==> src/rtl/lineclk_gen.sv <==
// Line-clock generator: divides clk_p down to a periodic tick, drives a
// one-cycle event pulse and a vectored interrupt while enabled, exposes a
// single Wishbone CSR and lets a debounced push-button toggle the enable.
//
// Vector FSM states
//   state    | meaning
//   VEC_IDLE | no vector cycle in progress, waiting for istb_i with pending
//   VEC_ACK  | iack_o/ivec_o driven, waiting for istb_i to drop
module lineclk_gen #(
    parameter int unsigned CLK_HZ     = 100000000,
    parameter int unsigned TICK_HZ    = 50,
    parameter int unsigned DEB_STAGES = 2,
    parameter bit          TIMER_INIT = 1'b1,
    parameter logic [15:0] VECTOR     = 16'o000100
) (
    input  logic        clk_p,
    input  logic        rst_n,
    input  logic        wb_cyc_i,
    input  logic        wb_stb_i,
    input  logic        wb_we_i,
    input  logic [1:0]  wb_sel_i,
    input  logic [15:0] wb_dat_i,
    output logic [15:0] wb_dat_o,
    output logic        wb_ack_o,
    output logic        irq_o,
    input  logic        istb_i,
    output logic        iack_o,
    output logic [15:0] ivec_o,
    output logic        evnt_o,
    input  logic        timer_button,
    output logic        timer_status
);

    localparam int unsigned DIV_N = CLK_HZ / TICK_HZ;
    localparam int unsigned CNT_W = (DIV_N > 1) ? $clog2(DIV_N) : 1;
    localparam logic [CNT_W-1:0] CNT_LAST = CNT_W'(DIV_N - 1);

    typedef enum logic {
        VEC_IDLE = 1'b0,
        VEC_ACK  = 1'b1
    } vec_state_t;

    vec_state_t vec_q, vec_d;

    logic [CNT_W-1:0]      cnt_q, cnt_d;
    logic [1:0]            sync_q, sync_d;
    logic [DEB_STAGES-1:0] deb_q, deb_d;
    logic                  arm_q, arm_d;
    logic                  status_q, status_d;
    logic                  ie_q, ie_d;
    logic                  mon_q, mon_d;
    logic                  pend_q, pend_d;
    logic                  evnt_q, evnt_d;
    logic                  ack_q, ack_d;

    logic tick;
    logic btn_toggle;
    logic wb_req;
    logic csr_wr;
    logic vec_take;
    logic unused_wb;

    // Only the low CSR byte lane carries writable bits.
    assign unused_wb = ^{wb_sel_i[1], wb_dat_i[15:8], wb_dat_i[5:1]};

    assign tick = (cnt_q == CNT_LAST);

    // Free-running divider; nothing but reset touches its phase.
    always_comb begin
        cnt_d = cnt_q + CNT_W'(1);
        if (tick) begin
            cnt_d = '0;
        end
    end

    // Button synchroniser, tick-sampled debounce and re-arm on release.
    always_comb begin
        sync_d = {sync_q[0], timer_button};
        deb_d  = deb_q;
        if (tick) begin
            deb_d = {deb_q[DEB_STAGES-2:0], sync_q[1]};
        end
        btn_toggle = (&deb_q) & arm_q;
        arm_d      = arm_q;
        if (btn_toggle) begin
            arm_d = 1'b0;
        end else if (deb_q == '0) begin
            arm_d = 1'b1;
        end
    end

    // CSR access, enable/IE/MON updates and the event pulse.
    always_comb begin
        wb_req = wb_cyc_i & wb_stb_i & ~ack_q;
        csr_wr = wb_req & wb_we_i & wb_sel_i[0];
        ack_d  = wb_req;

        // A CSR write to the enable bit overrides a same-cycle button toggle.
        status_d = status_q;
        if (btn_toggle) begin
            status_d = ~status_q;
        end
        if (csr_wr) begin
            status_d = wb_dat_i[0];
        end

        ie_d = ie_q;
        if (csr_wr) begin
            ie_d = wb_dat_i[6];
        end

        // Writing 1 to MON leaves it alone; a tick beats a same-cycle clear.
        mon_d = mon_q;
        if (csr_wr && !wb_dat_i[7]) begin
            mon_d = 1'b0;
        end
        if (tick && status_q) begin
            mon_d = 1'b1;
        end

        evnt_d = tick & status_q;
    end

    // Vector handshake next-state and pending latch.
    always_comb begin
        vec_d    = vec_q;
        vec_take = 1'b0;
        unique case (vec_q)
            VEC_IDLE: begin
                if (istb_i && pend_q) begin
                    vec_d    = VEC_ACK;
                    vec_take = 1'b1;
                end
            end
            VEC_ACK: begin
                if (!istb_i) begin
                    vec_d = VEC_IDLE;
                end
            end
            default: vec_d = VEC_IDLE;
        endcase

        // Disabling clears unconditionally; a tick re-arms after a vector ack.
        pend_d = pend_q;
        if (vec_take) begin
            pend_d = 1'b0;
        end
        if (!ie_d || !status_d) begin
            pend_d = 1'b0;
        end else if (tick && status_q && ie_q) begin
            pend_d = 1'b1;
        end
    end

    // Vector FSM state register.
    always_ff @(posedge clk_p or negedge rst_n) begin
        if (!rst_n) begin
            vec_q <= VEC_IDLE;
        end else begin
            vec_q <= vec_d;
        end
    end

    // Datapath registers.
    always_ff @(posedge clk_p or negedge rst_n) begin
        if (!rst_n) begin
            cnt_q    <= '0;
            sync_q   <= '0;
            deb_q    <= '0;
            arm_q    <= 1'b1;
            status_q <= TIMER_INIT;
            ie_q     <= 1'b0;
            mon_q    <= 1'b0;
            pend_q   <= 1'b0;
            evnt_q   <= 1'b0;
            ack_q    <= 1'b0;
        end else begin
            cnt_q    <= cnt_d;
            sync_q   <= sync_d;
            deb_q    <= deb_d;
            arm_q    <= arm_d;
            status_q <= status_d;
            ie_q     <= ie_d;
            mon_q    <= mon_d;
            pend_q   <= pend_d;
            evnt_q   <= evnt_d;
            ack_q    <= ack_d;
        end
    end

    assign wb_ack_o     = ack_q;
    assign wb_dat_o     = ack_q ? {8'h00, mon_q, ie_q, 5'b00000, status_q} : 16'h0000;
    assign irq_o        = pend_q;
    assign iack_o       = (vec_q == VEC_ACK);
    assign ivec_o       = (vec_q == VEC_ACK) ? VECTOR : 16'h0000;
    assign evnt_o       = evnt_q;
    assign timer_status = status_q;

endmodule

==> config.mk <==
export PLATFORM = sky130hd
export DESIGN_NAME = lineclk_gen
export DESIGN_NICKNAME = d
export VERILOG_FILES = /design/src/rtl/lineclk_gen.sv
export SDC_FILE = /design/constraint.sdc
export NUM_CORES = 1
export LEC_CHECK = 0
export ABC_AREA = 1
export CORE_MARGIN = 5
export CORE_UTILIZATION = 25
export CTS_CLUSTER_SIZE = 16
export DETAILED_ROUTE_END_ITERATION = 10
export SYNTH_ARGS = -nofsm -noshare
export SYNTH_HDL_FRONTEND = slang
export SYNTH_SLANG_ARGS = --single-unit
==> constraint.sdc <==
create_clock -name clk_p -period 1.5 [get_ports clk_p]
set_input_delay 0.225 -clock clk_p [delete_from_list [all_inputs] [get_ports clk_p]]
set_output_delay 0.225 -clock clk_p [all_outputs]
set_load 0.1 [all_outputs]
# Yosys cells after proc, flatten, opt, wreduce, memory -nomap -nowiden
# Cells that the tools add are included.
# totals
ff_bits,33
in_bits,25
out_inout_bits,37
word_cells,52
# classes
n_addsub,1
n_eq_ne,1
mux,17
bitwise_logic,9
n_reduce_logical,13
# ops
cell,n
adder 21 x 1 -> 21 bit (second input constant),1
equality test 21 bit (second input constant),1
two-way mux 21 bit,1
two-way mux 1 bit,13
two-way mux 8 bit,1
two-way mux 7 bit,1
AND 1 bit,6
logical AND 1 bit,4
nonzero test 2 bit,2
zero test 1 bit,3
inverter 1 bit,3
nonzero test 3 bit,1
zero test 2 bit,1
case mux 1 bit (2 select lines),1
AND reduction 2 bit,1
logical OR 1 bit,1

# Logic depth before layout (Yosys ltp)
# Gate-level depths: netlist of run 1.
# depth
depth_word,8
depth_mapped,9
depth_no_buf,9

# Worst setup path after synthesis of run 1
# Ideal clock, no wire load.
# synth_path
path_kind,register to output
start,"reg ack_q, in the netlist wb_ack_o"
end,out wb_dat_o[0]
arrival_ns,1.691
required_ns,1.275
slack_ns,-0.416
path_stages_with_launch,3
path_buffers,0
cell_sequence,dfrtp_1 > nand2_1 > inv_1
# synth_between
elab_chain_cells,1
# synth_lines
item,line,text
start: declaration,54,"logic ack_q, ack_d;"
start signal: assignment,187,ack_q <= ack_d;
two-way mux 8 bit,192,"assign wb_dat_o = ack_q ? {8'h00, mon_q, ie_q, 5'b00000, status_q} : 16'h0000;"
end: declaration,23,"output logic [15:0] wb_dat_o,"
# Every way passes these cells.

# Final worst setup path of run 1
# layout_path
start,reg cnt_q[0]
end,reg cnt_q[7]
# layout_between
elab_chain_cells,2
elab_cells_between_ends,3
classes_between,add/sub: 1; eq/ne: 1; mux: 1
# layout_lines
item,line,text
start: declaration,45,"logic [CNT_W-1:0] cnt_q, cnt_d;"
start signal: assignment,178,cnt_q <= cnt_d;
adder 21 x 1 -> 21 bit or equality test 21 bit (tied branches),"70, 66",
two-way mux 21 bit (*),71,if (tick) begin
net cnt_d[7],45,
# Mark *: on every way through the listed nets, which the timed path passes. The rest lies on a longest branch.
# A chain may end at the register's enable or synchronous reset.

==> flow_summary.toml, run 1 <==
[outcome]
outcome = "finished with violations"
failed_checks = "negative setup slack"

[critical_path]
ff2ff_path_depth = 8
highest_net_fanout_along_the_worst_path = 3
delay_of_the_slowest_cell_on_the_worst_path_ps = 390
critical_path_depth = 8
critical_path.n_buffers_inverters = 2
worst-endpoint-required_ps = 1680
cp.arrival_ps = 1680
criticalPathCategory = "reg -> reg"
worst_path_dominant_cell_family = "simple AND/OR/NAND/NOR gates"
crit_path_cell_trace = "ha_4 > nand2_4 > nor2_4 > buf_4 > nand2_2 > nor4_4 > buf_4 > nor2_1"
worst_path_most_repeated_cell = "buf_4"
critical-path-slowest-cell = "dfrtp_1"
cp-end-kind = "flip-flop"
worst_setup_path_start_kind = "flip-flop"
reg2reg_slack_ps = -1

[route]
num_vias = 1530
detail_route.drc_violations = 0
first_pass_iters = 4
finalWirelength_mm = 3.98
detail_route.wl_per_cell_um = 10.3
drtIter0Drc = 61
viasPerCell = 3.94
drt.antenna.violating_nets = 0

[timing]
timing.final.hold_violations = 0
final.setup.worst_slack_ps = -1.18
setup_total_negative_slack_ps = -1.61
setup_violations = 2
holdWs_ps = 307
report.final.slew_viol_count = 0
period_minus_slack_ps = 1500
grt_setup_unrepaired = "true"
clock.fmax_mhz = 666
fin_worst_skew_ps = 2.42
period_share_pct = 100

[pwr]
p_leak_nw = 1.25
power.share.sequential_pct = 42.1
power_switching_uw = 830
p_clk_share_pct = 32.3
power.switching_fraction_pct = 37.3
p_total_mw = 2.23
power.density_nw_per_um2 = 885
internal_power_mw = 1.40
power.combinational.fraction_pct = 25.6
peakVddDrop_uv = 251

[logic_synthesis]
synth_area_um2 = 1960
synthesis.instances = 249
synth_area_per_cell_um2 = 7.85
yosys_warning_total = 0
ys_seq_elements = 33
synth-seq-area-share_pct = 42.4
ys_types = 26

[cells_and_area]
diodes = 0
syn_to_final_growth_pct = 28.6
n_fill_cell = 803
final-instance-count-excl-fill = 388
finish.net_count = 311
fraction_of_layout_instances_using_a_drive_strength_above_1_pct = 21.3
postLayoutCoreUtil_pct = 32.7
design_area_um2 = 2510

[floorplanning]
row_count = 32
fp.dieH_um = 98.4
die_area_um2 = 9690
starting_density_of_the_core_pct = 25.4
core_um2 = 7690
fp.dieW_um = 98.4
num_io_pins = 62

[grt]
grtUsageTotal_pct = 8.15
grt_max_degree = 34
grt_overflow = 0
number_of_antenna_violations_at_the_first_check_in_global_routing = 0
grt_first_pass_wirelength_mm = 6.24
grt_pass1_vias = 1398

[clock_network]
insertion_delay_ps = 290
clock-root-buffer = "clkbuf_8"
cts_buffer_depth = 2
clkSinkCount = 33
clock_tree_from_tritoncts = "yes"
number_of_buffers_inserted_during_clock_tree_synthesis = 5
clk_transition_reported_paths_ps = 70
ctsHoldBuffers = 0
h-tree-depth = 2

[placed_design]
gp_congestion = 0.847
preCtsSetupSlack_ps = -15.0
post-place-cells = 373
placement.io_buffers = 19
placedInstanceArea_um2 = 2310
post-dp-hpwl_mm = 2.98

[job]
timing.max_cap.violations = 0

[hold_path]
hold_class = "in -> async"
layout by cell type, fill, tap and decap left out, types with 2 or more instances in the layout:
cell type,count
o21ai_0,2
buf_4,11
nor2_2,2
a21oi_1,4
buf_12,10
nand3_1,16
dfrtp_1,29
clkbuf_8,6
dfrtp_2,2
nor2_4,5
o21ai_1,2
nand4_1,2
clkdlybuf4s50_1,10
conb_1,28
nand2_2,9
nand2_4,2
nand2_1,48
inv_1,31
xor2_1,10
xnor2_1,2
clkinvlp_4,3
nor2_1,37
nor3_1,3
cell usage after synthesis (all sizes together):
master  number  area share [%]
nor4         1            0.64
nand2       59              12
dfrtp       31              40
dfstp        2             2.7
xor2        10             4.5
buf         29              11
nor2        44              11
and2         1            0.32
ha           1            0.64
o21ai        4             1.0
nand3       18             4.9
nand4        2            0.64
a21oi        4             1.0
conb         1            0.19
xnor2        2            0.90
nor3         4             1.6
inv         35             6.7
nand3b       1            0.38
worst paths after layout:
kind | startpoint | end
worst max-delay path | cnt_q[0] | cnt_q[7]
worst min-delay path | rst_n | cnt_q[13]
worst max register to register | cnt_q[0] | cnt_q[7]
worst min register to register | sync_q[0] | sync_q[1]
max in group asynchronous | rst_n | arm_q
min in group clk_p | sync_q[0] | sync_q[1]
sequential cells by signal, summed over array words and instances, names as in the netlist:
name and flops:
iack_o 1, ie_q 1, cnt_q 21, arm_q 1, timer_status 1, deb_q 2, irq_o 1, sync_q 2
evnt_o 1, mon_q 1, wb_ack_o 1
power by group through the flow:
stage	clock, mW	sequential (mW)	combinational [mW]
CTS	0.740	0.936	0.571
floorplan	0	1.00	0.436
finish	0.718	0.937	0.570
global placement	0	0.961	0.542
global route	0.780	0.938	0.594
detailed placement	0	0.959	0.547
cell type report:
| class | instances | area (um2) | area share [%] |
|---|---|---|---|
| multi-input combinational | 179 | 931 | 37.0 |
| clock inverter | 2 | 13.8 | 0.547 |
| timing repair buffer | 31 | 383 | 15.2 |
| sequential | 33 | 835 | 33.2 |
| inverter | 35 | 143 | 5.67 |
| tap | 102 | 128 | 5.07 |
| clock buffer | 6 | 82.6 | 3.28 |
worst reg2reg max path: stages, from the launching register on:
cell	delay [ps]
dfrtp_1	390
ha_4	170
nand2_4	80
nor2_4	180
buf_4	130
nand2_2	70
nor4_4	170
buf_4	170
nor2_1	40
layer usage:
metal	track usage [%]	routed length, um
met1	9.80	1700
met2	13.5	2020
met3	2.12	189
met4	4.10	75
met5	0	0
cells by family after synthesis:
family	share of synthesized area [%]
compound gates	2.05
xor+xnor	5.37
fa+ha+maj	0.640
buf+inv	17.9
flops	42.4
other cells	0.192
simple gates	31.5
what timing repair did:
action | in CTS | in global routing
pin swaps | 0 | 10
endpoints found under the hold margin | 0 | 0
buffers inserted | 3 | 5
gates resized for setup | 2 | 9
setup endpoints to repair | 4 | 12
Note: power is estimated with default switching activity, not from simulation.
==> run 2, diff against run 1 <==
--- a/config.mk
+++ b/config.mk
@@ -7,8 +7,11 @@
 export LEC_CHECK = 0
 export ABC_AREA = 1
+export CELL_PAD_IN_SITES_DETAIL_PLACEMENT = 1
+export CELL_PAD_IN_SITES_GLOBAL_PLACEMENT = 1
 export CORE_MARGIN = 5
 export CORE_UTILIZATION = 25
 export CTS_CLUSTER_SIZE = 16
 export DETAILED_ROUTE_END_ITERATION = 10
+export PLACE_DENSITY_LB_ADDON = 0.1
 export SYNTH_ARGS = -nofsm -noshare
 export SYNTH_HDL_FRONTEND = slang
==> constraint.sdc (replaced) <==
create_clock -name clk_p -period 1.81 [get_ports clk_p]
set_input_delay 0.2715 -clock clk_p [delete_from_list [all_inputs] [get_ports clk_p]]
set_output_delay 0.2715 -clock clk_p [all_outputs]
set_load 0.005 [all_outputs]
==> run 2 against run 1 <==
The flow now finishes without violations. First-iteration DRC count down 69%. Worst hold slack better by 61 ps. Core utilization fell by 3.3 points. Non-clock buffer count fell by 10. Setup slack better by 130 ps. Final area down 10%. Count of clock-buffer cells in the layout rose by 2. Die area stayed put. Largest cell class unchanged. Highest routed layer unchanged.
==> flow_summary.toml, run 2 (synthesized netlist as in run 1, its figures left out) <==
[critical_path]
delay_of_the_slowest_cell_on_the_worst_path_ps = 540
worst_setup_path_start_kind = "flip-flop"
reg2reg_slack_ps = 290
critical-path-slowest-cell = "dfstp_2"
highest_net_fanout_along_the_worst_path = 3
timing.rr.end = "cnt_q[19]"
worst-endpoint-required_ps = 1540
crit_path_cell_trace = "nand2_1 > inv_1 > clkdlybuf4s50_1"
ff2ff_path_depth = 6
reg2reg_launch_point = "cnt_q[0]"
criticalPathCategory = "reg -> out"
cp-end-kind = "output port"
cp.arrival_ps = 1410

[floorplanning]
num_io_pins = 62
starting_density_of_the_core_pct = 25.4
fp.dieH_um = 98.4
core_um2 = 7690
row_count = 32
die_area_um2 = 9690
fp.dieW_um = 98.4

[timing]
period_minus_slack_ps = 1680
setup_violations = 0
fin_worst_skew_ps = 7.80
setup_total_negative_slack_ps = 0
report.final.slew_viol_count = 0
final.setup.worst_slack_ps = 130
holdWs_ps = 367
timing.final.hold_violations = 0
period_share_pct = 92.8
clock.fmax_mhz = 595
grt_setup_unrepaired = "false"

[cells_and_area]
reg_top3 = "cnt_q: 21 flops, deb_q: 2 flops, sync_q: 2 flops"
largest_register_ffs = 21
final-instance-count-excl-fill = 378
diodes = 0
finish.net_count = 301
mostFrequentLayoutCell = "nand2_1"
layout_common_cells = "52 x nand2_1, 37 x nor2_1, 34 x inv_1"
syn_to_final_growth_pct = 15.7
largest-register = "cnt_q"
fraction_of_layout_instances_using_a_drive_strength_above_1_pct = 10.1

[pwr]
p_total_mw = 1.46
peakVddDrop_uv = 199
p_leak_nw = 1.13
power.density_nw_per_um2 = 647

[clock_network]
cts_buffer_depth = 2
number_of_buffers_inserted_during_clock_tree_synthesis = 5
h-tree-depth = 2
insertion_delay_ps = 290
clock_tree_from_tritoncts = "yes"
ctsHoldBuffers = 0
clk_transition_reported_paths_ps = 60
clock-root-buffer = "clkbuf_8"
clkSinkCount = 33

[hold_path]
hold-path-endpoint = "sync_q[1]"
min-delay-start = "sync_q[0]"
hold_class = "reg -> reg"
min_path_cells = 0

[route]
drtIter0Drc = 19
detail_route.wl_per_cell_um = 11.7
drt.antenna.violating_nets = 0
num_vias = 1479
finalWirelength_mm = 4.42
viasPerCell = 3.91
detail_route.drc_violations = 0
first_pass_iters = 4

[grt]
grt_max_degree = 34
grt_overflow = 0
grt_first_pass_wirelength_mm = 7.44
grtUsageTotal_pct = 9.71
number_of_antenna_violations_at_the_first_check_in_global_routing = 0
grt_pass1_vias = 1517

[placed_design]
gp_congestion = 0.714
placement.io_buffers = 19
post-place-cells = 369
preCtsSetupSlack_ps = 248
post-dp-hpwl_mm = 3.52

[job]
timing.max_cap.violations = 0

[outcome]
outcome = "completed"
==> run 2: cell count changes in the layout (fill, tap and decap cells not counted), sizes merged <==
cell           previous run  this run
buf                      21         2
clkdlybuf4s50            10        19
clkinvlp                  3         0
inv                      32        35
clkbuf                    6         8
clkinv                    2         0
==> run 2: worst max-delay path by stage <==
stage | slack [ps] | startpoint | to
finish | 130 | timer_status | wb_dat_o[0]
CTS | 60 | timer_status | wb_dat_o[0]
detailed placement | 250 | cnt_q[0] | cnt_q[14]
global placement | 250 | cnt_q[0] | cnt_q[19]
global route | 60 | timer_status | wb_dat_o[0]
floorplan | 440 | cnt_q[0] | cnt_q[18]
==> run 2: layout make-up <==
type	instances	area, um2
clock buffers	8	90.1
fillers	968	5430
inverters	35	131
multi-input cells	179	880
flip-flops and latches	33	828
well taps	102	128
repair buffers	21	205
==> run 2: where the power goes <==
part	internal (mW)	switching, mW	total [mW]	leakage, nW
sequential	0.758	0.0125	0.771	0.432
clock	0.310	0.267	0.577	0.0455
combinational	0.0547	0.0618	0.116	0.657
total	1.12	0.341	1.46	1.13
==> run 2: per-stage QoR <==
stage / utilization [%] / cell area [um2]
after detailed placement: 28.2 / 2160
after global placement: 28.2 / 2160
after CTS: 29.3 / 2250
after global routing: 29.4 / 2260
final: 29.4 / 2260
after floorplan: - / 2060
==> run 2: critical path, delay by kind of cell (launching register included) <==
family	cells	cell delay (ps)
buffers and inverters	2	530
AND/OR/NAND/NOR	1	50
flip-flops	1	540
==> run 2: repair_timing <==
| item | CTS | global route |
|---|---|---|
| setup endpoints to repair | 0 | 1 |
| resized for setup | 0 | 0 |
| buffers inserted | 0 | 1 |
==> run 2: routing by layer <==
metal  share of wire [%]  track usage [%]  vias to the layer above
met4                 1.7             4.10                        0
met1                  47             12.8                      697
li1                    -                -                      751
met2                  48             15.3                       25
met5                   0                0                        -
met3                 4.0             2.26                        6
